## src/rtl/uart_program_loader.sv

```systemverilog
// Boot loader: receives a framed program image over 8N1 UART and writes it into
// memory through a dedicated write port, holding the CPU in reset until it checks out.
module uart_program_loader #(
    parameter int unsigned CLKS_PER_BIT = 234,
    parameter logic [15:0] BASE_ADDR    = 16'h0000,
    parameter logic [7:0]  SYNC_BYTE    = 8'hA5,
    parameter int unsigned TIMEOUT_BITS = 64
) (
    input  logic        clk,
    input  logic        rst,
    input  logic        rx,
    output logic [15:0] mem_addr,
    output logic [7:0]  mem_data,
    output logic        mem_we,
    output logic        cpu_hold,
    output logic        busy,
    output logic        done,
    output logic        err
);

    localparam int unsigned CNT_W    = $clog2(CLKS_PER_BIT);
    localparam int unsigned TO_LIMIT = TIMEOUT_BITS * CLKS_PER_BIT;
    localparam int unsigned TO_W     = $clog2(TO_LIMIT + 1);

    localparam logic [CNT_W-1:0] BIT_LAST  = CNT_W'(CLKS_PER_BIT - 1);
    localparam logic [CNT_W-1:0] HALF_LAST = CNT_W'(CLKS_PER_BIT / 2 - 1);
    localparam logic [TO_W-1:0]  TO_LAST   = TO_W'(TO_LIMIT - 1);

    typedef enum logic [1:0] {
        RX_IDLE,
        RX_START,
        RX_DATA,
        RX_STOP
    } rx_state_t;

    typedef enum logic [2:0] {
        HUNT,
        LEN_HI,
        LEN_LO,
        DATA,
        CSUM
    } frame_state_t;

    // Receiver state
    logic             r_rx_meta;
    logic             r_rx_sync;
    logic             r_rx_prev;
    rx_state_t        r_rx_state;
    logic [CNT_W-1:0] r_clk_cnt;
    logic [2:0]       r_bit_idx;
    logic [7:0]       r_shift;
    logic             r_byte_valid;
    logic [7:0]       r_byte;
    logic             r_frame_err;

    // Frame state
    frame_state_t     r_state;
    logic [7:0]       r_len_hi;
    logic [15:0]      r_remaining;
    logic [7:0]       r_sum;
    logic [TO_W-1:0]  r_idle_cnt;
    logic [15:0]      r_mem_addr;
    logic [7:0]       r_mem_data;
    logic             r_mem_we;
    logic             r_cpu_hold;
    logic             r_busy;
    logic             r_done;
    logic             r_err;

    logic             w_timeout;
    logic [15:0]      w_len;

    assign w_timeout = (r_state != HUNT) && (r_idle_cnt == TO_LAST);
    assign w_len     = {r_len_hi, r_byte};

    assign mem_addr = r_mem_addr;
    assign mem_data = r_mem_data;
    assign mem_we   = r_mem_we;
    assign cpu_hold = r_cpu_hold;
    assign busy     = r_busy;
    assign done     = r_done;
    assign err      = r_err;

    // 8N1 receiver: start validated at half-bit, data and stop sampled at bit centres
    always_ff @(posedge clk or posedge rst) begin
        if (rst) begin
            r_rx_meta    <= 1'b1;
            r_rx_sync    <= 1'b1;
            r_rx_prev    <= 1'b1;
            r_rx_state   <= RX_IDLE;
            r_clk_cnt    <= '0;
            r_bit_idx    <= '0;
            r_shift      <= '0;
            r_byte_valid <= 1'b0;
            r_byte       <= '0;
            r_frame_err  <= 1'b0;
        end else begin
            r_rx_meta    <= rx;
            r_rx_sync    <= r_rx_meta;
            r_rx_prev    <= r_rx_sync;
            r_byte_valid <= 1'b0;
            r_frame_err  <= 1'b0;

            case (r_rx_state)
                RX_IDLE: begin
                    if (r_rx_prev && !r_rx_sync) begin
                        r_rx_state <= RX_START;
                        r_clk_cnt  <= '0;
                    end
                end
                RX_START: begin
                    if (r_clk_cnt == HALF_LAST) begin
                        r_clk_cnt <= '0;
                        r_bit_idx <= '0;
                        // Line back high at mid start bit means a glitch, not a start
                        r_rx_state <= r_rx_sync ? RX_IDLE : RX_DATA;
                    end else begin
                        r_clk_cnt <= r_clk_cnt + CNT_W'(1);
                    end
                end
                RX_DATA: begin
                    if (r_clk_cnt == BIT_LAST) begin
                        r_clk_cnt <= '0;
                        r_shift   <= {r_rx_sync, r_shift[7:1]};
                        if (r_bit_idx == 3'd7) begin
                            r_rx_state <= RX_STOP;
                        end else begin
                            r_bit_idx <= r_bit_idx + 3'd1;
                        end
                    end else begin
                        r_clk_cnt <= r_clk_cnt + CNT_W'(1);
                    end
                end
                RX_STOP: begin
                    if (r_clk_cnt == BIT_LAST) begin
                        r_clk_cnt  <= '0;
                        r_rx_state <= RX_IDLE;
                        if (r_rx_sync) begin
                            r_byte_valid <= 1'b1;
                            r_byte       <= r_shift;
                        end else begin
                            r_frame_err <= 1'b1;
                        end
                    end else begin
                        r_clk_cnt <= r_clk_cnt + CNT_W'(1);
                    end
                end
                default: r_rx_state <= RX_IDLE;
            endcase
        end
    end

    // Frame parser, memory write port and boot-status outputs
    always_ff @(posedge clk or posedge rst) begin
        if (rst) begin
            r_state     <= HUNT;
            r_len_hi    <= '0;
            r_remaining <= '0;
            r_sum       <= '0;
            r_idle_cnt  <= '0;
            r_mem_addr  <= BASE_ADDR;
            r_mem_data  <= '0;
            r_mem_we    <= 1'b0;
            r_cpu_hold  <= 1'b1;
            r_busy      <= 1'b0;
            r_done      <= 1'b0;
            r_err       <= 1'b0;
        end else begin
            r_mem_we <= 1'b0;
            if (r_mem_we) begin
                r_mem_addr <= r_mem_addr + 16'd1;
            end

            if (r_state == HUNT || r_byte_valid) begin
                r_idle_cnt <= '0;
            end else if (r_idle_cnt != TO_LAST) begin
                r_idle_cnt <= r_idle_cnt + TO_W'(1);
            end

            if (r_state == HUNT) begin
                if (r_byte_valid && r_byte == SYNC_BYTE) begin
                    r_state    <= LEN_HI;
                    r_busy     <= 1'b1;
                    r_cpu_hold <= 1'b1;
                    r_done     <= 1'b0;
                    r_err      <= 1'b0;
                    r_sum      <= '0;
                    r_mem_addr <= BASE_ADDR;
                end
            end else if (r_state == DATA && r_remaining == 16'd0) begin
                // Leave DATA only after the final strobe has dropped
                r_state <= CSUM;
            end else if (r_byte_valid) begin
                case (r_state)
                    LEN_HI: begin
                        r_len_hi <= r_byte;
                        r_state  <= LEN_LO;
                    end
                    LEN_LO: begin
                        r_remaining <= w_len;
                        r_state     <= (w_len == 16'd0) ? CSUM : DATA;
                    end
                    DATA: begin
                        r_mem_data  <= r_byte;
                        r_mem_we    <= 1'b1;
                        r_sum       <= r_sum + r_byte;
                        r_remaining <= r_remaining - 16'd1;
                    end
                    CSUM: begin
                        r_state <= HUNT;
                        r_busy  <= 1'b0;
                        if (r_byte == r_sum) begin
                            r_done     <= 1'b1;
                            r_cpu_hold <= 1'b0;
                        end else begin
                            r_err <= 1'b1;
                        end
                    end
                    default: begin
                        r_state <= HUNT;
                        r_busy  <= 1'b0;
                    end
                endcase
            end else if (r_frame_err || w_timeout) begin
                r_state <= HUNT;
                r_busy  <= 1'b0;
                r_err   <= 1'b1;
            end
        end
    end

endmodule

```

## config.mk

```make
export PLATFORM = sky130hd
export DESIGN_NAME = uart_program_loader
export DESIGN_NICKNAME = d
export VERILOG_FILES = /design/src/rtl/uart_program_loader.sv
export SDC_FILE = /design/constraint.sdc
export NUM_CORES = 1
export LEC_CHECK = 0
export ABC_CLOCK_PERIOD_IN_PS = 4100
export CORE_UTILIZATION = 60
export DETAILED_ROUTE_END_ITERATION = 16
export GPL_ROUTABILITY_DRIVEN = 0
export PLACE_DENSITY = 0.91
export SLEW_MARGIN = 40
export SYNTH_ARGS = -nofsm -noshare
export SYNTH_HDL_FRONTEND = slang
export SYNTH_SLANG_ARGS = --single-unit
export TNS_END_PERCENT = 100
```

## constraint.sdc

```tcl
create_clock -name clk -period 4.1 [get_ports clk]
set_input_delay 0.82 -clock clk [delete_from_list [all_inputs] [get_ports clk]]
set_output_delay 0.82 -clock clk [all_outputs]
set_load 0.05 [all_outputs]
```

# Yosys cells after proc, flatten, opt, wreduce, memory -nomap -nowiden
# Cells that the tools add are included.
# classes
n_addsub	6
multipliers	0
n_div	0
magnitude_cmp	0
eq_ne	26
n_shift	0
n_mux	66
bitwise_logic	2
reduce_logical	35
# ops
operator	n
$mux 8	8
$mux 16	3
$mux 1	33
$logic_not 16->1	2
$pmux 16 s2	1
$mux 14	2
$mux 3	9
$pmux 8 s3	1
$reduce_and 4->1	6
$add 16x1->16 const B	1
$eq 8x8->1 const B	2
$sub 16x1->16 const B	1
$reduce_and 5->1	3
$add 14x1->14 const B	1
$eq 14x14->1 const B	1
$ne 14x14->1 const B	1
$ne 2x2->1 const B	7
$reduce_bool 2->1	7
$mux 2	6
$pmux 3 s3	1
$add 8x1->8 const B	1
$add 8x8->8	1
$eq 8x7->1 const B	1
$eq 8x8->1	1
25 further kinds	35
# totals
ff_bits	112
latch_bits	0
ram_bits	0
rom_bits	0
in_bits	3
out_inout_bits	29
wordCells	157
n_memories	0

# Depth between registers and ports, before layout
# Gate-level depths: netlist of run 1.
# depth
depth_word	7
ltp_mapped	9
mapped_depth_nobuf	8

# Worst setup path after synthesis of run 1
# OpenSTA, ideal clock, no wires.
# synth_timing
path_kind	register to register
start	reg r_clk_cnt[1]
end	reg r_byte[0]
setup_time_ps	125
t_arrival_ps	2116
t_required_ps	3975
setup_slack_ps	1858
stages_incl_launch_ff	9
path_buffers	2
synth_period_minus_slack_ps	2242
cell_sequence	dfrtp_1 > inv_1 > ha_1 > nand4_1 > or4b_1 > buf_2 > or3_1 > buf_6 > mux2_4
# synth_via
elab_chain_len	2
# synth_rtl
element	line	source
start: declaration	49	logic [CNT_W-1:0] r_clk_cnt;
start signal: assignment	118	r_clk_cnt <= r_clk_cnt + CNT_W'(1);
start signal: assignment	131	r_clk_cnt <= r_clk_cnt + CNT_W'(1);
start signal: assignment	145	r_clk_cnt <= r_clk_cnt + CNT_W'(1);
$eq 8x8->1	135	if (r_clk_cnt == BIT_LAST) begin
$reduce_and 3->1 (no source line)	--	
end signal: assignment	140	r_byte <= r_shift;
end: declaration	53	logic [7:0] r_byte;
# Every way passes these cells.
# A chain may end at the register's enable or synchronous reset.

# Worst setup path after layout of run 1
# layout_timing
start	reg r_state[0]
end	reg r_state[1]
# layout_via
elab_chain_len	5
word_cells_on_any_way	16
cone_classes	eq/ne (5); mux (4); reduce/logical (7)
# layout_rtl
element	line	source
start: declaration	57	frame_state_t r_state;
start signal: assignment	201	r_state <= (w_len == 16'd0) ? CSUM : DATA;
$eq 3x2->1, or another cell as far along	190, 194	
$pmux 3 s3 or $logic_and 1x1->1 (tied branches)	194, 73	
$mux 3 or $logic_or 1x1->1 (tied branches)	193, 224	
$mux 3 or $reduce_bool 4->1 (tied branches)	--	
$mux 3 or $reduce_and 3->1 (tied branches)	--	
# Several ways; a longest one is shown, not always the timed one.

==> run summary, run 1 <==
Grt ovf: 0
Tot Pwr: 0.00194 W
# hold bufs at CTS: 0
Worst path bufs/invs: 0
Clock sinks: 112
Total negative slack: 0 ns
Area Overhead vs Synth: 10.4%
Pre-CTS setup slack: 1.42 ns
Die Ht: 99.7 um
P_leak: 2.86 nW
Compound-Gate Fraction of Synth Area: 0.131
Most common cell in the netlist: dfrtp_1
Worst-path cell chain: or3_1 -> nand2b_1 -> nor3_1 -> a221o_1 -> a221o_1
Most frequent cells after synthesis: 108 x dfrtp_1, 46 x nor2_1, 40 x nand2_1
Asr flop ratio synth: 1.00
Initial cell density of the core: 0.620
IO buf count: 31
Endpoint class of the critical path: flop
Max Cap Viol: 0
HPWL Detailed: 8300 um
Vias per cell: 6.19
Hold Path Class: flop to flop
VDD IR-drop max: 0.312 mV
Share of layout cells above drive strength 1: 0.111
Clk buf depth: 2
Worst Path Arrival: 3.01 ns
Worst R2R Path Depth: 5
RSZ-0062 raised after global routing: no
Clk_lat worst skew: 0.39 ns
Syn Nets: 581
Post-Route Utilization: 0.684
Synth area leaders: dfrtp_1 47%, mux2_2 4.7%, a21oi_1 3.3%
PnR worst setup slack: 1.37 ns
Min Tclk post-route: 2.73 ns
# resized after CTS: 0
Wire per inst: 16.6 um
CP peak stage delay: 0.65 ns
Root buffer cell: clkbuf_8
Total wire length: 11900 um
Worst r2r dst: r_state[1]
Die area: 0.00994 mm2
P per Cell Area: 306 mW/mm2
Crit-path slowest cell: dfrtp_1
Final period util: 0.665
ANT nets after route: 0
Chip Width: 99.7 um
DR pass1 iterations: 5
Outcome: finished, final reports clean
Crit path kind: flop to flop
Syn Inst Count: 562
CTS buffer count: 9
Core ar.: 0.00924 mm2
Via count: 4435
Final Skew: 0.0174 ns
Antenna cells: 0
Worst Setup EP: r_state[1]
Boundary Pins: 32
Post-synthesis mux area share: 0.0821
Crit-path max FO: 23
Fmax: 367 MHz
Clock slew at reported path FFs: 0.11 ns
DRT iter0 DRCs: 394
Max-slew headroom: 0.494
RR Startpoint: r_state[0]
#FFs+latches synth: 112
Worst hold margin: 0.363 ns
Critical path depth: 5
H-tree depth: 3
R2r setup slk: 1.37 ns
CP Launch Point: r_state[0]
Post-synth EDFFs: 0
Cell taking the most area after synthesis: dfrtp_1
Mean Syn Cell Area: 10.2 um2
First-pass GRT wire length: 20100 um
Post-synthesis cell area: 0.00573 mm2
Cell repeated most along the worst path: a221o_1
Post-Synth Simple-Gate Area: 0.181
Netlist cell types: 63
Cell family contributing the most delay on the critical path: simple AND/OR/NAND/NOR gates
Hold Vio Cnt, Final: 0
Register area share after synthesis: 0.490
CTS tree: yes
Main combinational cell family by area after synthesis: simple AND/OR/NAND/NOR gates
Warnings from Yosys: 0
Layout Nets: 601
Post-CTS Setup Repair Bufs: 0
Post-synth top area share: 0.472
DRC Markers: 0
Row cnt: 35
WP data required: 4.39 ns
CP Launch Type: flop
Vias in the first global route: 4294
Initial antenna violation count: 0
Setup violations, final: 0
Largest net degree at the start of global routing: 66
Worst Tran Pin Value: 0.749 ns
GR Util All Layers: 0.256
Synth Flop Type: dfrtp_1
Max Slew Vio Count: 0
Post-synthesis adder-cell area fraction: 0.0363
XOR/XNOR Fraction of Synth Area: 0.0459
-- layer usage --
layer	track usage	wire length [um]	vias to the layer above
li1	-	-	2079
met4	0.0973	225	0
met3	0.0471	607	25
met2	0.430	5890	154
met5	0	0	-
met1	0.330	5150	2177
-- worst min path at each step --
stage | from | to | slack, ns | cells after the start
floorplan | r_rx_meta | r_rx_sync | 0.35 | 0
global placement | r_rx_meta | r_rx_sync | 0.35 | 0
detailed placement | r_rx_meta | r_rx_sync | 0.35 | 0
CTS | r_rx_meta | r_rx_sync | 0.36 | 0
global route | r_rx_meta | r_rx_sync | 0.37 | 0
finish | r_rx_meta | r_rx_sync | 0.36 | 0
-- registers in the layout, indices dropped and copies added (netlist names), named ones only --
register / count
r_rx_sync: 1
r_shift: 8
r_remaining: 16
r_byte: 8
err: 1
r_rx_state: 1
mem_addr: 16
r_sum: 8
mem_we: 1
cpu_hold: 1
r_rx_meta: 1
r_rx_prev: 1
done: 1
r_idle_cnt: 14
r_bit_idx: 3
r_clk_cnt: 8
r_byte_valid: 1
mem_data: 8
r_frame_err: 1
r_len_hi: 8
r_state: 3
busy: 1
-- per-stage QoR --
| step | cell area [um2] | cells |
|---|---|---|
| global route | 6320 | 716 |
| floorplan | 5730 | 562 |
| detailed placement | 6140 | 700 |
| CTS | 6320 | 716 |
| finish | 6320 | 716 |
| global placement | 6140 | 700 |
-- where the power goes --
part	switching, W	total [W]	internal, W
clock network	0.000383	0.000610	0.000227
logic	0.0000746	0.000136	0.0000610
registers	0.0000542	0.00119	0.00114
-- cell families after synthesis --
| logic type | Yosys count |
|---|---|
| buffers and inverters | 48 |
| adder cells (fa/ha/maj) | 16 |
| multiplexers | 40 |
| AO/OA/AOI/OAI | 118 |
| XOR/XNOR | 30 |
| flip-flops | 112 |
| AND/OR/NAND/NOR | 198 |
-- area by class of cell --
cell class                 instances  area (um2)
clock buffer                       9         124
multi-input combinational        402        2740
inverter                          21        81.3
tap                              129         161
sequential                       112        2810
timing repair buffer              36         360
clock inverter                     7        53.8
fill                             653        2920
-- cell usage in the layout (no fill, tap or decap), types with 3 or more instances in the layout --
cell type and n:
dfrtp_1 108, a22o_1 9, mux2_4 8, nor2b_1 3
nand2_1 40, nor3_1 16, nand3_1 23, mux2i_1 8
and3_1 12, inv_1 20, nor4_1 12, clkbuf_8 9
a31oi_1 4, xor2_1 13, dfstp_2 4, ha_1 15
mux2_2 24, o22ai_1 8, o32ai_1 3, nand3b_1 4
xnor2_1 17, a21oi_1 38, buf_4 4, and4_1 3
a21o_1 5, o21ai_0 26, nand4b_1 3, nand4_1 9
clkdlybuf4s50_1 31, clkinv_4 3, nor2_1 45, nand2b_1 4
or3_1 6
Note: power is estimated with default switching activity, not from simulation.
==> run 2: changes to the inputs <==
- ABC_CLOCK_PERIOD_IN_PS: 4100 -> 2400
- CORE_UTILIZATION: 60 -> 54
- PLACE_DENSITY: 0.91 -> 0.87
- clock period: 4.1 -> 2.4 ns (I/O delays scaled with it)
==> run 2 against run 1 <==
Against the previous run:
- total power grew 74%
- clock skew shrank 0.0028 ns
- combinational power grew 100%
- count of clock-buffer cells in the layout is the same
- routed wire length grew 4.4%
- via count grew 2.0%
- cell area grew 3.1%
- utilization shrank 5.3 points
- die area grew 11%
- largest power group unchanged
==> run summary, run 2 (same netlist as run 1, synthesis figures left out) <==
Final period util: 0.972
Antenna cells: 0
Clk buf depth: 2
Worst path bufs/invs: 0
Part of the power in combinational logic: 0.081
P per Cell Area: 518 mW/mm2
Row cnt: 37
Max-slew headroom: 0.533
Crit-path max FO: 6
Hold Vio Cnt, Final: 0
Cell-internal power: 0.00246 W
Post-Route Utilization: 0.632
Endpoint class of the critical path: flop
Fmax: 429 MHz
WP data required: 2.67 ns
CTS buffer count: 9
DRC Markers: 0
Hold Crit Depth: 0
Setup violations, final: 0
Min Tclk post-route: 2.33 ns
Design area: 0.00652 mm2
Initial cell density of the core: 0.555
CP peak stage delay: 0.65 ns
Vias per cell: 6.08
Worst-path cell chain: nor4_1 -> nand4b_1 -> or4_1 -> o21ai_0 -> a21oi_1
Initial antenna violation count: 0
HPWL Detailed: 8470 um
RR Startpoint: r_remaining[2]
Vias in the first global route: 4466
Crit path kind: flop to flop
Hold wc startpoint: r_rx_meta
Clk_lat worst skew: 0.39 ns
Sequential share of power: 0.598
Tot Pwr: 0.00338 W
GR Util All Layers: 0.237
Most common cell after layout, fill and taps aside: dfrtp_1
ANT nets after route: 0
Outcome: finished, final reports clean
IO buf count: 31
CP Launch Point: r_remaining[2]
Total wire length: 12400 um
Most frequent cells in the layout: 108 x dfrtp_1, 46 x nor2_1, 39 x nand2_1
First-pass GRT wire length: 20900 um
Switch Pwr: 0.000916 W
Max Cap Viol: 0
Placed cells: 726
Worst Tran Pin Value: 0.691 ns
Root buffer cell: clkbuf_8
Final Skew: 0.0146 ns
Die Ht: 105 um
Clock sinks: 112
Cell family contributing the most delay on the critical path: simple AND/OR/NAND/NOR gates
Largest net degree at the start of global routing: 113
Die area: 0.0110 mm2
Area Overhead vs Synth: 13.9%
Chip Width: 105 um
Layout Nets: 622
CP Launch Type: flop
Grt ovf: 0
Placed Area: 0.00629 mm2
VDD IR-drop max: 0.467 mV
# hold bufs at CTS: 0
DR pass1 iterations: 5
Worst R2R Path Depth: 5
Via count: 4525
Critical path depth: 5
Wire per inst: 16.7 um
# fillers: 790
Hold Path Class: flop to flop
Share of layout cells above drive strength 1: 0.146
DRT iter0 DRCs: 287
Clock slew at reported path FFs: 0.11 ns
Non-Filler Instances: 744
Crit-path slowest cell: nor4_1
Max Slew Vio Count: 0
Core ar.: 0.0103 mm2
Sw Share: 0.271
Boundary Pins: 32
P_leak: 2.98 nW
Worst Path Arrival: 2.61 ns
CTS tree: yes
Clock power share: 0.321
H-tree depth: 3
run 2: path summary, 6_finish.rpt:
check / to / slack, ns
hold reg to reg: r_rx_sync / 0.36
min in group asynchronous: r_remaining[6] / 0.62
hold / removal: r_rx_sync / 0.36
max in group asynchronous: cpu_hold / 1.37
setup reg to reg: r_remaining[13] / 0.07
setup / recovery: r_remaining[13] / 0.07
run 2: routing by layer:
layer / up-vias / track usage / wire (um)
met2: 134 / 0.421 / 6480
li1: 2116 / - / -
met4: 0 / 0.0895 / 274
met3: 31 / 0.0474 / 495
met5: - / 0 / 0
met1: 2244 / 0.283 / 5140
run 2: power groups by stage:
| stage | combinational (W) | sequential [W] | clock (W) |
|---|---|---|---|
| after global routing | 0.000315 | 0.00203 | 0.00117 |
| after floorplan | 0.000209 | 0.00203 | 0 |
| after CTS | 0.000277 | 0.00202 | 0.00110 |
| after detailed placement | 0.000275 | 0.00206 | 0 |
| final | 0.000272 | 0.00202 | 0.00109 |
| after global placement | 0.000258 | 0.00205 | 0 |
run 2: area by class of cell:
cell class | instances | area [um2] | area share
Clock buffer | 9 | 124 | 0.0190
Timing Repair Buffer | 57 | 518 | 0.0794
Tap cell | 136 | 170 | 0.0261
Clock inverter | 7 | 61.3 | 0.00940
Multi-Input combinational cell | 402 | 2760 | 0.423
Inverter | 21 | 82.6 | 0.0127
Sequential cell | 112 | 2810 | 0.431
run 2: timing repair:
action / CTS / global route
buffers inserted: 0 / 2
endpoints found under the hold margin: 0 / 0
endpoints found under the setup margin: 0 / 25
resized for setup: 0 / 6
run 2: per-stage QoR:
step	hold slack (ns)	TNS [ns]	setup slack, ns
floorplan	0.345	0	0.158
global placement	0.351	0	0.0698
detailed placement	0.349	0	0.00804
CTS	0.364	0	0.00886
global route	0.366	-0.0881	-0.0881
finish	0.364	0	0.0672
==> run 3: changes to the inputs <==
- REMOVE_ABC_BUFFERS: not set -> 1
==> run 3 against run 2 <==
Against the previous run:
- clock power grew 4%
- highest routed layer unchanged
- cell area is 0.54% higher
- worst hold slack improved by 0.0038 ns
- clock skew is 0.0059 ns lower
- global-route usage increased by 0.34 points
- largest power group unchanged
- sequential power is essentially flat
==> run summary, run 3 (same netlist as run 1, synthesis figures left out) <==
Initial cell density of the core: 0.555
Final period util: 0.953
Min Tclk post-route: 2.29 ns
P_leak: 2.99 nW
Clk buf depth: 2
Row cnt: 37
Grt ovf: 0
DRC Markers: 0
CP peak stage delay: 0.42 ns
Wire per inst: 16.8 um
PnR worst setup slack: 0.113 ns
Setup violations, final: 0
Clock slew at reported path FFs: 0.11 ns
H-tree depth: 3
Die area: 0.0110 mm2
Crit-path max FO: 6
Worst Path Arrival: 2.57 ns
Total wire length: 12600 um
Clk_lat worst skew: 0.38 ns
Post-Route Utilization: 0.635
Clock sinks: 112
Cell-internal power: 0.00251 W
Largest net degree at the start of global routing: 33
IO buf count: 31
WP data required: 2.68 ns
Most common cell after layout, fill and taps aside: dfrtp_1
Pre-CTS setup slack: -0.0170 ns
Outcome: finished, final reports clean
Core ar.: 0.0103 mm2
DRT iter0 DRCs: 325
Die Ht: 105 um
Initial antenna violation count: 0
Endpoint class of the critical path: flop
Fmax: 437 MHz
Root buffer cell: clkbuf_8
Vias in the first global route: 4451
DR pass1 iterations: 5
Boundary Pins: 32
First-pass GRT wire length: 21200 um
Max Slew Vio Count: 0
CTS tree: yes
P per Cell Area: 526 mW/mm2
Via count: 4548
Area Overhead vs Synth: 14.5%
Sw Share: 0.271
Worst Tran Pin Value: 0.684 ns
Max Cap Viol: 0
Hold Vio Cnt, Final: 0
Sequential share of power: 0.585
VDD IR-drop max: 0.470 mV
Switch Pwr: 0.000933 W
Hold Path Class: flop to flop
Clock power share: 0.329
CTS buffer count: 9
Share of layout cells above drive strength 1: 0.152
ANT nets after route: 0
CP Launch Type: flop
HPWL Detailed: 8750 um
Crit path kind: flop to flop
Total negative slack: 0 ns
GR Util All Layers: 0.240
Chip Width: 105 um
# fillers: 764
Layout Nets: 625
Final Skew: 0.00868 ns
Crit-path slowest cell: dfrtp_1
Antenna cells: 0
Design area: 0.00656 mm2
Part of the power in combinational logic: 0.087
Vias per cell: 6.09
RSZ-0062 raised after global routing: no
Max-slew headroom: 0.537
Most frequent cells in the layout: 108 x dfrtp_1, 46 x nor2_1, 40 x nand2_1
Cell repeated most along the worst path: a221o_1
Placed Area: 0.00634 mm2
Worst-path cell chain: inv_1 -> ha_2 -> nor4b_2 -> buf_4 -> and4_4 -> a21oi_2 -> a221o_1 -> a221o_1
run 3: cell types whose count changed in the layout (fill, tap and decap cells not counted), moves of 2 or more:
cell,delta
buf_4,+2
clkinv_4,-3
inv_6,-2
inv_8,+3
run 3: worst max-delay path, delay by kind of cell, from the launching register on:
| family | cells | cell delay [ns] |
|---|---|---|
| AO/OA/AOI/OAI | 3 | 0.84 |
| adder cells (fa/ha/maj) | 1 | 0.22 |
| buffers and inverters | 2 | 0.27 |
| flip-flops | 1 | 0.42 |
| AND/OR/NAND/NOR | 2 | 0.44 |
run 3: power by group through the flow:
stage	registers, W	logic (W)	clock network [W]
2_1_floorplan	0.00205	0.000181	0
3_3_place_gp	0.00204	0.000281	0
3_5_place_dp	0.00205	0.000299	0
4_1_cts	0.00201	0.000300	0.00116
5_1_grt	0.00202	0.000337	0.00122
6_report	0.00202	0.000298	0.00113
run 3: layout make-up:
cell class	instances	area, um2	share of cell area
Clock buffer	10	138	0.0210
Sequential cell	112	2810	0.428
Timing Repair Buffer	60	553	0.0844
Inverter	21	81.3	0.0124
Clock inverter	6	58.8	0.00897
Tap cell	136	170	0.0260
Multi-Input combinational cell	402	2750	0.419
run 3: repair_timing:
| action | in CTS | in global routing |
|---|---|---|
| hold endpoints to repair | 0 | 0 |
| gates resized for setup | 1 | 5 |
| setup endpoints to repair | 1 | 17 |
| setup buffers | 0 | 0 |
| hold buffers | 0 | 0 |
run 3: final timing paths:
path                           startpoint  cells after the start  slack, ns             to
setup / recovery           r_remaining[0]                      8       0.11     r_state[1]
hold reg to reg                 r_rx_meta                      0       0.37      r_rx_sync
setup reg to reg           r_remaining[0]                      8       0.11     r_state[1]
hold / removal                  r_rx_meta                      0       0.37      r_rx_sync
min in group asynchronous             rst                      2       0.45  r_idle_cnt[6]
max in group asynchronous             rst                      3       1.32     r_shift[5]
run 3: routing by layer:
layer,vias up,global-route usage,share of wire
met5,-,0,0
met4,0,0.0915,0.021
met3,32,0.0493,0.053
met2,165,0.399,0.50
met1,2240,0.310,0.42
li1,2111,-,-
run 3: stage by stage:
step | hold WS [ns] | std cells | power, W
CTS | 0.370 | 747 | 0.00347
floorplan | 0.345 | 535 | 0.00223
global route | 0.373 | 747 | 0.00358
finish | 0.368 | 747 | 0.00345
global placement | 0.348 | 731 | 0.00232
detailed placement | 0.350 | 731 | 0.00235
